--- src/rtl/imem_loader_pkg.sv ---
// Shared constants, state encoding and helpers for the UART instruction-memory loader.
package imem_loader_pkg;

  localparam int unsigned DefaultMemBytes = 1024;
  localparam logic [7:0]  DefaultSyncByte = 8'hA5;

  typedef logic [2:0] state_t;

  localparam state_t StIdle = 3'd0;
  localparam state_t StLen0 = 3'd1;
  localparam state_t StLen1 = 3'd2;
  localparam state_t StData = 3'd3;
  localparam state_t StCsum = 3'd4;
  localparam state_t StErr  = 3'd5;

  // A frame must carry at least one word and fit inside the memory.
  function automatic logic len_ok(input logic [15:0] len, input int unsigned mem_bytes);
    return (len != 16'd0) && ({16'd0, len} <= 32'(mem_bytes / 4));
  endfunction

endpackage

--- src/rtl/imem_loader_packer.sv ---
// Little-endian byte-to-word packer; word_valid pulses the cycle after the 4th byte.
module byte_word_packer (
  input  logic        clk,
  input  logic        reset,
  input  logic        clear,
  input  logic        byte_valid,
  input  logic [7:0]  byte_data,
  output logic        word_valid,
  output logic [31:0] word
);

  logic [1:0]  cnt_q;
  logic [31:0] word_q;
  logic        valid_q;

  always_ff @(posedge clk) begin
    if (!reset) begin
      cnt_q   <= 2'd0;
      word_q  <= 32'd0;
      valid_q <= 1'b0;
    end else if (clear) begin
      cnt_q   <= 2'd0;
      valid_q <= 1'b0;
    end else if (byte_valid) begin
      // Shift down so the first byte of a group ends up in bits [7:0].
      word_q  <= {byte_data, word_q[31:8]};
      cnt_q   <= cnt_q + 2'd1;
      valid_q <= (cnt_q == 2'd3);
    end else begin
      valid_q <= 1'b0;
    end
  end

  assign word_valid = valid_q;
  assign word       = word_q;

endmodule

--- src/rtl/imem_loader.sv ---
// Loads a framed program image from a UART byte stream into instruction memory.
module imem_loader
  import imem_loader_pkg::*;
#(
  parameter int unsigned MEM_BYTES      = DefaultMemBytes,
  parameter logic [7:0]  SYNC_BYTE      = DefaultSyncByte,
  parameter int unsigned TIMEOUT_CYCLES = 1000000
) (
  input  logic        clk,
  input  logic        reset,
  input  logic [7:0]  rx_data,
  input  logic        rx_valid,
  output logic        rx_ready,
  output logic        mem_we,
  output logic [31:0] mem_addr,
  output logic [31:0] mem_wdata,
  output logic        cpu_hold,
  output logic        done,
  output logic        error
);

  state_t      state_q, state_d;
  logic [15:0] len_q, len_d;
  logic [15:0] word_cnt_q, word_cnt_d;
  logic [7:0]  csum_q, csum_d;
  logic [31:0] tmo_q, tmo_d;
  logic        done_q, done_d;
  logic        clear;
  logic        accept;
  logic        in_frame;
  logic        pk_valid;
  logic [31:0] pk_word;

  assign rx_ready = !pk_valid;
  assign accept   = rx_valid && rx_ready;
  assign in_frame = (state_q == StLen0) || (state_q == StLen1) ||
                    (state_q == StData) || (state_q == StCsum);

  byte_word_packer u_packer (
    .clk        (clk),
    .reset      (reset),
    .clear      (clear),
    .byte_valid (accept && (state_q == StData)),
    .byte_data  (rx_data),
    .word_valid (pk_valid),
    .word       (pk_word)
  );

  always_comb begin
    state_d    = state_q;
    len_d      = len_q;
    word_cnt_d = word_cnt_q;
    csum_d     = csum_q;
    tmo_d      = tmo_q;
    done_d     = 1'b0;
    clear      = 1'b0;

    case (state_q)
      StIdle, StErr: begin
        if (accept && (rx_data == SYNC_BYTE)) begin
          state_d    = StLen0;
          clear      = 1'b1;
          len_d      = 16'd0;
          word_cnt_d = 16'd0;
          csum_d     = 8'd0;
          tmo_d      = 32'd0;
        end
      end
      StLen0: begin
        if (accept) begin
          len_d[7:0] = rx_data;
          state_d    = StLen1;
        end
      end
      StLen1: begin
        if (accept) begin
          len_d[15:8] = rx_data;
          state_d     = len_ok({rx_data, len_q[7:0]}, MEM_BYTES) ? StData : StErr;
        end
      end
      StData: begin
        if (accept) begin
          csum_d = csum_q ^ rx_data;
        end
        if (pk_valid) begin
          word_cnt_d = word_cnt_q + 16'd1;
          if (word_cnt_q == len_q - 16'd1) begin
            state_d = StCsum;
          end
        end
      end
      StCsum: begin
        if (accept) begin
          if (rx_data == csum_q) begin
            state_d = StIdle;
            done_d  = 1'b1;
          end else begin
            state_d = StErr;
          end
        end
      end
      default: state_d = StIdle;
    endcase

    // Inter-byte watchdog; the write cycle counts as idle since no byte can land then.
    if (in_frame) begin
      if (accept) begin
        tmo_d = 32'd0;
      end else if (tmo_q >= 32'(TIMEOUT_CYCLES - 1)) begin
        state_d = StErr;
        tmo_d   = 32'd0;
      end else begin
        tmo_d = tmo_q + 32'd1;
      end
    end
  end

  always_ff @(posedge clk) begin
    if (!reset) begin
      state_q    <= StIdle;
      len_q      <= 16'd0;
      word_cnt_q <= 16'd0;
      csum_q     <= 8'd0;
      tmo_q      <= 32'd0;
      done_q     <= 1'b0;
    end else begin
      state_q    <= state_d;
      len_q      <= len_d;
      word_cnt_q <= word_cnt_d;
      csum_q     <= csum_d;
      tmo_q      <= tmo_d;
      done_q     <= done_d;
    end
  end

  assign mem_we    = pk_valid;
  assign mem_addr  = {14'd0, word_cnt_q, 2'b00};
  assign mem_wdata = pk_word;
  assign done      = done_q;
  assign error     = (state_q == StErr);
  // Hold stays up through the done pulse, which lands in the cycle after leaving CSUM.
  assign cpu_hold  = (state_q != StIdle) || done_q;

endmodule

--- config.mk ---
export PLATFORM = sky130hd
export DESIGN_NAME = imem_loader
export DESIGN_NICKNAME = d
export VERILOG_FILES = /design/src/rtl/imem_loader_pkg.sv /design/src/rtl/imem_loader_packer.sv /design/src/rtl/imem_loader.sv
export SDC_FILE = /design/constraint.sdc
export NUM_CORES = 1
export LEC_CHECK = 0
export BUFFER_PORTS_ARGS = -buffer_cell sky130_fd_sc_hd__buf_2
export CORE_MARGIN = 3
export CORE_UTILIZATION = 52
export CTS_CLUSTER_SIZE = 12
export DETAILED_ROUTE_END_ITERATION = 7
export GPL_TIMING_DRIVEN = 0
export PLACE_DENSITY = 0.86
export SLEW_MARGIN = 20
export SYNTH_ARGS = -nofsm -noshare
export SYNTH_HDL_FRONTEND = slang
export SYNTH_SLANG_ARGS = --single-unit
--- constraint.sdc ---
create_clock -name clk -period 2.45 [get_ports clk]
set_clock_uncertainty 0.1 [all_clocks]
set_input_delay 0.49 -clock clk [delete_from_list [all_inputs] [get_ports clk]]
set_output_delay 0.49 -clock clk [all_outputs]
set_load 0.1 [all_outputs]
==> impl_metrics.tcl, run 1 <==
set metrics [dict create \
    ys_seq_elements 111 \
    critPathLaunchType "register" \
    worst_pin_slew_ns 0.6382 \
    wl_um 13600 \
    cp_slowest_cell "or4b_4" \
    grt_use_total_pct 22.48 \
    synthesis.area_sq_um 5612 \
    clock_path_buffers 2 \
    outcome "finished, violations left" \
    drc 0 \
    hp-class "in -> reg" \
    violations "setup timing" \
    hp-start "rx_data[7]" \
    diodes 0 \
    async_reset_ff_share_pct 0 \
    synth-edff-count 0 \
    antenna_found_initial 0 \
    cts_hold_buf 0 \
    slew_headroom_pct 57.45 \
    vias_per_cell 5.679 \
    detail-route-antenna-nets 0 \
    cp.arrival_ns 2.69 \
    drive_above_1_share_pct 21.93 \
    grt_pass1_wl_um 22040 \
    vias 5355 \
    fin_crit_ns 2.528 \
    max_stage_delay_ns 0.51 \
    critical_path.endpoint_type "register" \
    grt_pass1_vias 4759 \
    powerDensity_nw_per_um2 477.9 \
    dr.first_iter.drc_count 408 \
    period_share_pct 103.2 \
    rows 37 \
    ys_warn_count 0 \
    cts-root-buf "clkbuf_8" \
    path_cells "inv_2, ha_4, or4b_4, or3_4, a21oi_2, o211ai_1, buf_4, nor4_4, o221ai_1" \
    dp_slack_ns -0.4962 \
    io_buffers 55 \
    clock_sinks 111 \
    timing.final.max_slew_violations 0 \
    required_ns 2.61 \
    totalNegativeSetupSlack_ns -0.1913 \
    grt_max_degree 24 \
    drv_cap 0 \
    die_y_um 109.9 \
    p_leak_nw 2.465 \
    start_util_pct 53.87 \
    pin_count 80 \
    dr_wl_met2_um 6566 \
    hold_depth 3 \
    hpwl_um 9469 \
    numCtsBuffers 9 \
    dieWidth_um 109.9 \
    hold-path-endpoint "len_q[15]$_SDFFE_PN0P_" \
    r2r_start "len_q[0]$_SDFFE_PN0P_" \
    dominantRegCellSynth "dfxtp_1" \
    drtPass1Iterations 5 \
    setup-violations-final 4 \
    met1_length_um 6003 \
    ys_types 62 \
    die_area_sq_um 12070 \
    h-tree-depth 3 \
    overflow 0 \
    peakVddDrop_mv 0.4622 \
    core-area_sq_um 10420 \
    utilization_pct 63.83 \
    r2r-end "state_q[0]$_SDFF_PN0_" \
    timing.fmax_mhz 395.5 \
    r2r_setup_slack_ns -0.08 \
    r2r_cells 9 \
    final_hold_viol_count 0 \
    synth_cells 709 \
    path_max_fanout 6 \
    cts_tree "yes" \
    cts.clk_slew.worst_paths_ns 0.12 \
    syn_to_final_growth_pct 18.48 \
    setup_ws_ns -0.07837 \
    syn_area_per_cell_sq_um 7.915 \
    seq_area_frac_synth_pct 39.60 \
    wl_met3_um 682 \
    rsz0062_at_grt "true" \
    clock_latency_ns 0.39 \
    wire_per_inst_um 14.42 \
    gp_congestion 0.9173 \
    top_layer_used "met4" \
    path_class "reg -> reg" \
    nets 817 \
]
-- repair_timing --
action,4_1_cts,5_1_grt
resized for setup,30,30
setup endpoints to repair,68,69
setup buffers,8,8
endpoints found under the hold margin,0,0
pin swaps,12,13
-- state kept, by name, indices dropped and copies added, names as in the netlist --
register	count
tmo_q	32
u_packer.word	32
len_q	16
word_cnt_q	16
csum_q	8
state_q	3
u_packer.cnt_q	2
done	1
u_packer.word_valid	1
-- power breakdown --
group	internal [mW]	switching (mW)	total, mW	leakage [nW]
logic	0.0403	0.178	0.218	1.45
clock network	0.424	0.735	1.16	0.108
registers	1.80	0.000106	1.80	0.902
-- placed cells by master, fill, tap and decap left out, types with 12 or more instances in the layout --
cell type	n
buf_2	55
dfxtp_2	12
dfxtp_1	96
or3_1	12
xor2_1	18
nor2_1	46
xnor2_1	37
nand3_1	39
nand4_1	12
conb_1	16
clkbuf_1	27
nor3_1	19
buf_4	35
inv_1	14
a21oi_1	80
o21ai_0	13
nand2_1	111
-- cell families (layout without fill, tap and decap cells) --
| logic type | Yosys count | count (layout) | share of synthesized area, % |
|---|---|---|---|
| adders and majority gates | 4 | 4 | 0.8919 |
| DFF | 111 | 111 | 39.60 |
| buffers and inverters | 78 | 161 | 6.644 |
| xor gates and xnor gates | 56 | 56 | 9.008 |
| and+or+nand+nor | 317 | 317 | 28.54 |
| other | 1 | 16 | 0.06683 |
| AOI/OAI and AO/OA | 142 | 142 | 15.25 |
-- critical path, delay by kind of cell (launching register included) --
| kind | cells | cell delay [ns] |
|---|---|---|
| simple gates | 3 | 1.15 |
| compound gates | 3 | 0.41 |
| flops | 1 | 0.37 |
| buf+inv | 2 | 0.23 |
| fa+ha+maj | 1 | 0.13 |
-- layout make-up --
class | instances | area (sq um)
Fill cell | 890 | 3767
Clock buffer | 9 | 123.9
Multi-Input combinational cell | 535 | 3251
Sequential cell | 111 | 2248
Timing Repair Buffer | 71 | 397.9
Tap cell | 136 | 170.2
Inverter | 17 | 63.81
Buffer | 57 | 302.8
Clock inverter | 7 | 91.34
-- worst max-delay path by stage --
| stage | start | cells after the start | slack (ns) | to |
|---|---|---|---|---|
| floorplan | len_q[0]$_SDFFE_PN0P_ | 9 | -0.07 | state_q[2]$_SDFF_PN0_ |
| global placement | rx_valid | 8 | -0.48 | tmo_q[18]$_SDFFE_PN0P_ |
| detailed placement | rx_valid | 9 | -0.50 | tmo_q[19]$_SDFFE_PN0P_ |
| CTS | len_q[0]$_SDFFE_PN0P_ | 9 | -0.11 | state_q[2]$_SDFF_PN0_ |
| global route | len_q[0]$_SDFFE_PN0P_ | 9 | -0.18 | state_q[0]$_SDFF_PN0_ |
| finish | len_q[0]$_SDFFE_PN0P_ | 9 | -0.08 | state_q[0]$_SDFF_PN0_ |
-- layer usage --
metal | vias up | global-route usage [%]
li1 | 2635 | -
met1 | 2536 | 30.60
met2 | 154 | 35.53
met3 | 30 | 3.993
met4 | 0 | 8.370
met5 | - | 0
-- synthesized netlist by cell type (all sizes together), types with 12 or more instances --
cell    number  area [sq um]
a21oi       81         405.4
buf         23         165.2
clkbuf      38         143.9
dfxtp      111          2222
inv         17         63.81
nand2      111         416.7
nand3       41         205.2
nand4       12         75.07
nor2        47         176.4
nor3        24         131.4
nor4        14         100.1
o21ai       15         75.07
or3         14         92.59
xnor2       37         324.1
xor2        18         157.7
-- per-stage QoR --
stage	instances	cell area (sq um)	power (mW)	hold WS, ns
final	943	6649	3.177	0.3497
after global routing	943	6649	3.264	0.3338
after CTS	938	6533	3.183	0.3281
after detailed placement	915	6171	2.051	0.3456
after global placement	915	6171	2.051	0.3373
after floorplan	724	5725	2.024	0.3255
No activity file was read; power rests on OpenSTA's default activity.
==> inputs of run 2 (changes only) <==
Settings changed: ABC_AREA set to 1.
==> impl_metrics.tcl, run 2 <==
set metrics [dict create \
    vias 5380 \
    timing.fmax_mhz 442.8 \
    dominantRegCellSynth "dfxtp_1" \
    clock_sinks 111 \
    synth_cells 789 \
    io_buffers 63 \
    path_class "reg -> reg" \
    grt_pass1_wl_um 21990 \
    die_area_sq_um 11920 \
    numCtsBuffers 9 \
    slew_headroom_pct 61.88 \
    post_cts_buffers 0 \
    gp_congestion 0.9043 \
    yosys-top-cells-count "nor2_1 (141), nand2_1 (132), dfxtp_1 (111)" \
    dp_slack_ns -0.06476 \
    syn_area_per_cell_sq_um 7.019 \
    syn_to_final_growth_pct 13.83 \
    drv_cap 0 \
    seq_area_frac_synth_pct 40.13 \
    outcome "complete, no violations" \
    synth_most_common_cell "nor2_1" \
    powerDensity_nw_per_um2 633.2 \
    diodes 0 \
    grt_max_degree 22 \
    grt_pass1_vias 4726 \
    rsz0062_at_grt "false" \
    hpwl_um 9817 \
    rows 37 \
    die_y_um 109.2 \
    h-tree-depth 3 \
    wl_um 13300 \
    yosysTopAreaCellShare_pct 40.13 \
    drc 0 \
    power_mw 3.992 \
    cts_tree "yes" \
    cp.arrival_ns 2.44 \
    async_reset_ff_share_pct 0 \
    ys_types 36 \
    ys_seq_elements 111 \
    peakVddDrop_mv 0.4006 \
    layout_common_cells "nor2_1 (139), nand2_1 (132), dfxtp_1 (109), inv_1 (76), buf_2 (73)" \
    start_util_pct 53.64 \
    detail-route-antenna-nets 0 \
    setup_ws_ns 0.1917 \
    clock_path_buffers 2 \
    p_leak_nw 2.928 \
    nets 893 \
    required_ns 2.63 \
    synthesis.area_sq_um 5538 \
    synth-edff-count 0 \
    multiInputGateArea_sq_um 2839 \
    final_common_cell "nor2_1" \
    clock_latency_ns 0.38 \
    fin_crit_ns 2.258 \
    seqCellArea_sq_um 2225 \
    dr.first_iter.drc_count 284 \
    fin_cells 1019 \
    grt_use_total_pct 22.96 \
    dieWidth_um 109.2 \
    setup-violations-final 0 \
    ys_warn_count 0 \
    worst_pin_slew_ns 0.5718 \
    path_max_fanout 7 \
    critical_path.endpoint_type "register" \
    cts.clk_slew.worst_paths_ns 0.11 \
    pin_count 80 \
    drive_above_1_share_pct 15.06 \
    nFillCells 957 \
    critPathLaunchType "register" \
    vias_per_cell 5.280 \
    hp-class "in -> reg" \
    overflow 0 \
    cts-root-buf "clkbuf_8" \
    drtPass1Iterations 5 \
    synth_top_area_cell "dfxtp_1" \
    antenna_found_initial 0 \
    core-area_sq_um 10320 \
    totalNegativeSetupSlack_ns 0 \
    period_share_pct 92.18 \
    yosys-top-cells-area "dfxtp_1 (40%), nor2_1 (9.6%), nand2_1 (8.9%)" \
    wire_per_inst_um 13.06 \
    final_hold_viol_count 0 \
    timing.final.max_slew_violations 0 \
    placed_cells 1003 \
    whs_ns 0.3143 \
]
run 2: per-layer routing:
layer | track usage [%] | vias to the layer above | wire (um)
met3 | 3.316 | 20 | 950
met1 | 32.00 | 2456 | 5956
met2 | 37.11 | 191 | 6201
met4 | 6.589 | 0 | 196
li1 | - | 2713 | -
met5 | 0 | - | 0
run 2: layout make-up:
cell class	count	area share (%)
Buffer	41	3.712
Clock buffer	9	1.965
Clock inverter	7	1.231
Inverter	85	5.062
Multi-Input combinational cell	567	45.04
Sequential cell	111	35.29
Tap cell	136	2.699
Timing Repair Buffer	63	5.002
run 2: repair_timing:
| item | in CTS | in global routing |
|---|---|---|
| endpoints found under the hold margin | 0 | 0 |
| resized for setup | 0 | 4 |
| endpoints found under the setup margin | 0 | 15 |
| hold buffers | 0 | 0 |
run 2: logic make-up after synthesis:
group                    synth area share, %
adder cells (fa/ha/maj)               0.9038
XOR/XNOR                               6.010
flip-flops                             40.13
AO/OA/AOI/OAI                          12.36
other                                0.06772
buffers and inverters                  9.986
AND/OR/NAND/NOR                        30.55
run 2: stage by stage:
step           instance area, sq um  util [%]
4_1_cts                        6291     60.94
3_3_place_gp                   6090     58.99
5_1_grt                        6304     61.06
3_5_place_dp                   6090     58.99
6_report                       6304     61.06
2_1_floorplan                  5604         -
run 2: final timing paths:
| path | endpoint | startpoint | cells after the start | slack, ns |
|---|---|---|---|---|
| worst min register to register | tmo_q[27]$_SDFFE_PN0P_ | tmo_q[27]$_SDFFE_PN0P_ | 2 | 0.35 |
| worst max register to register | word_cnt_q[9]$_SDFFE_PN0P_ | u_packer.word_valid$_SDFF_PP0_ | 10 | 0.19 |
| worst max-delay path | word_cnt_q[9]$_SDFFE_PN0P_ | u_packer.word_valid$_SDFF_PP0_ | 10 | 0.19 |
| worst min-delay path | u_packer.word[29]$_SDFFE_PN0P_ | rx_data[5] | 3 | 0.31 |
run 2: worst max-delay path, cell delays in order (launching register included):
cell	delay (ns)
dfxtp_2	0.36
nor2_2	0.31
nand4_1	0.32
nand2_1	0.21
nand2_2	0.17
inv_2	0.12
nand4_1	0.19
nor2_1	0.21
nand2_1	0.07
nand2_1	0.06
a21oi_1	0.04
run 2: power by group:
group / switching, mW / internal (mW)
combinational: 0.693 / 0.281
sequential: 0.0548 / 1.86
clock: 0.697 / 0.406
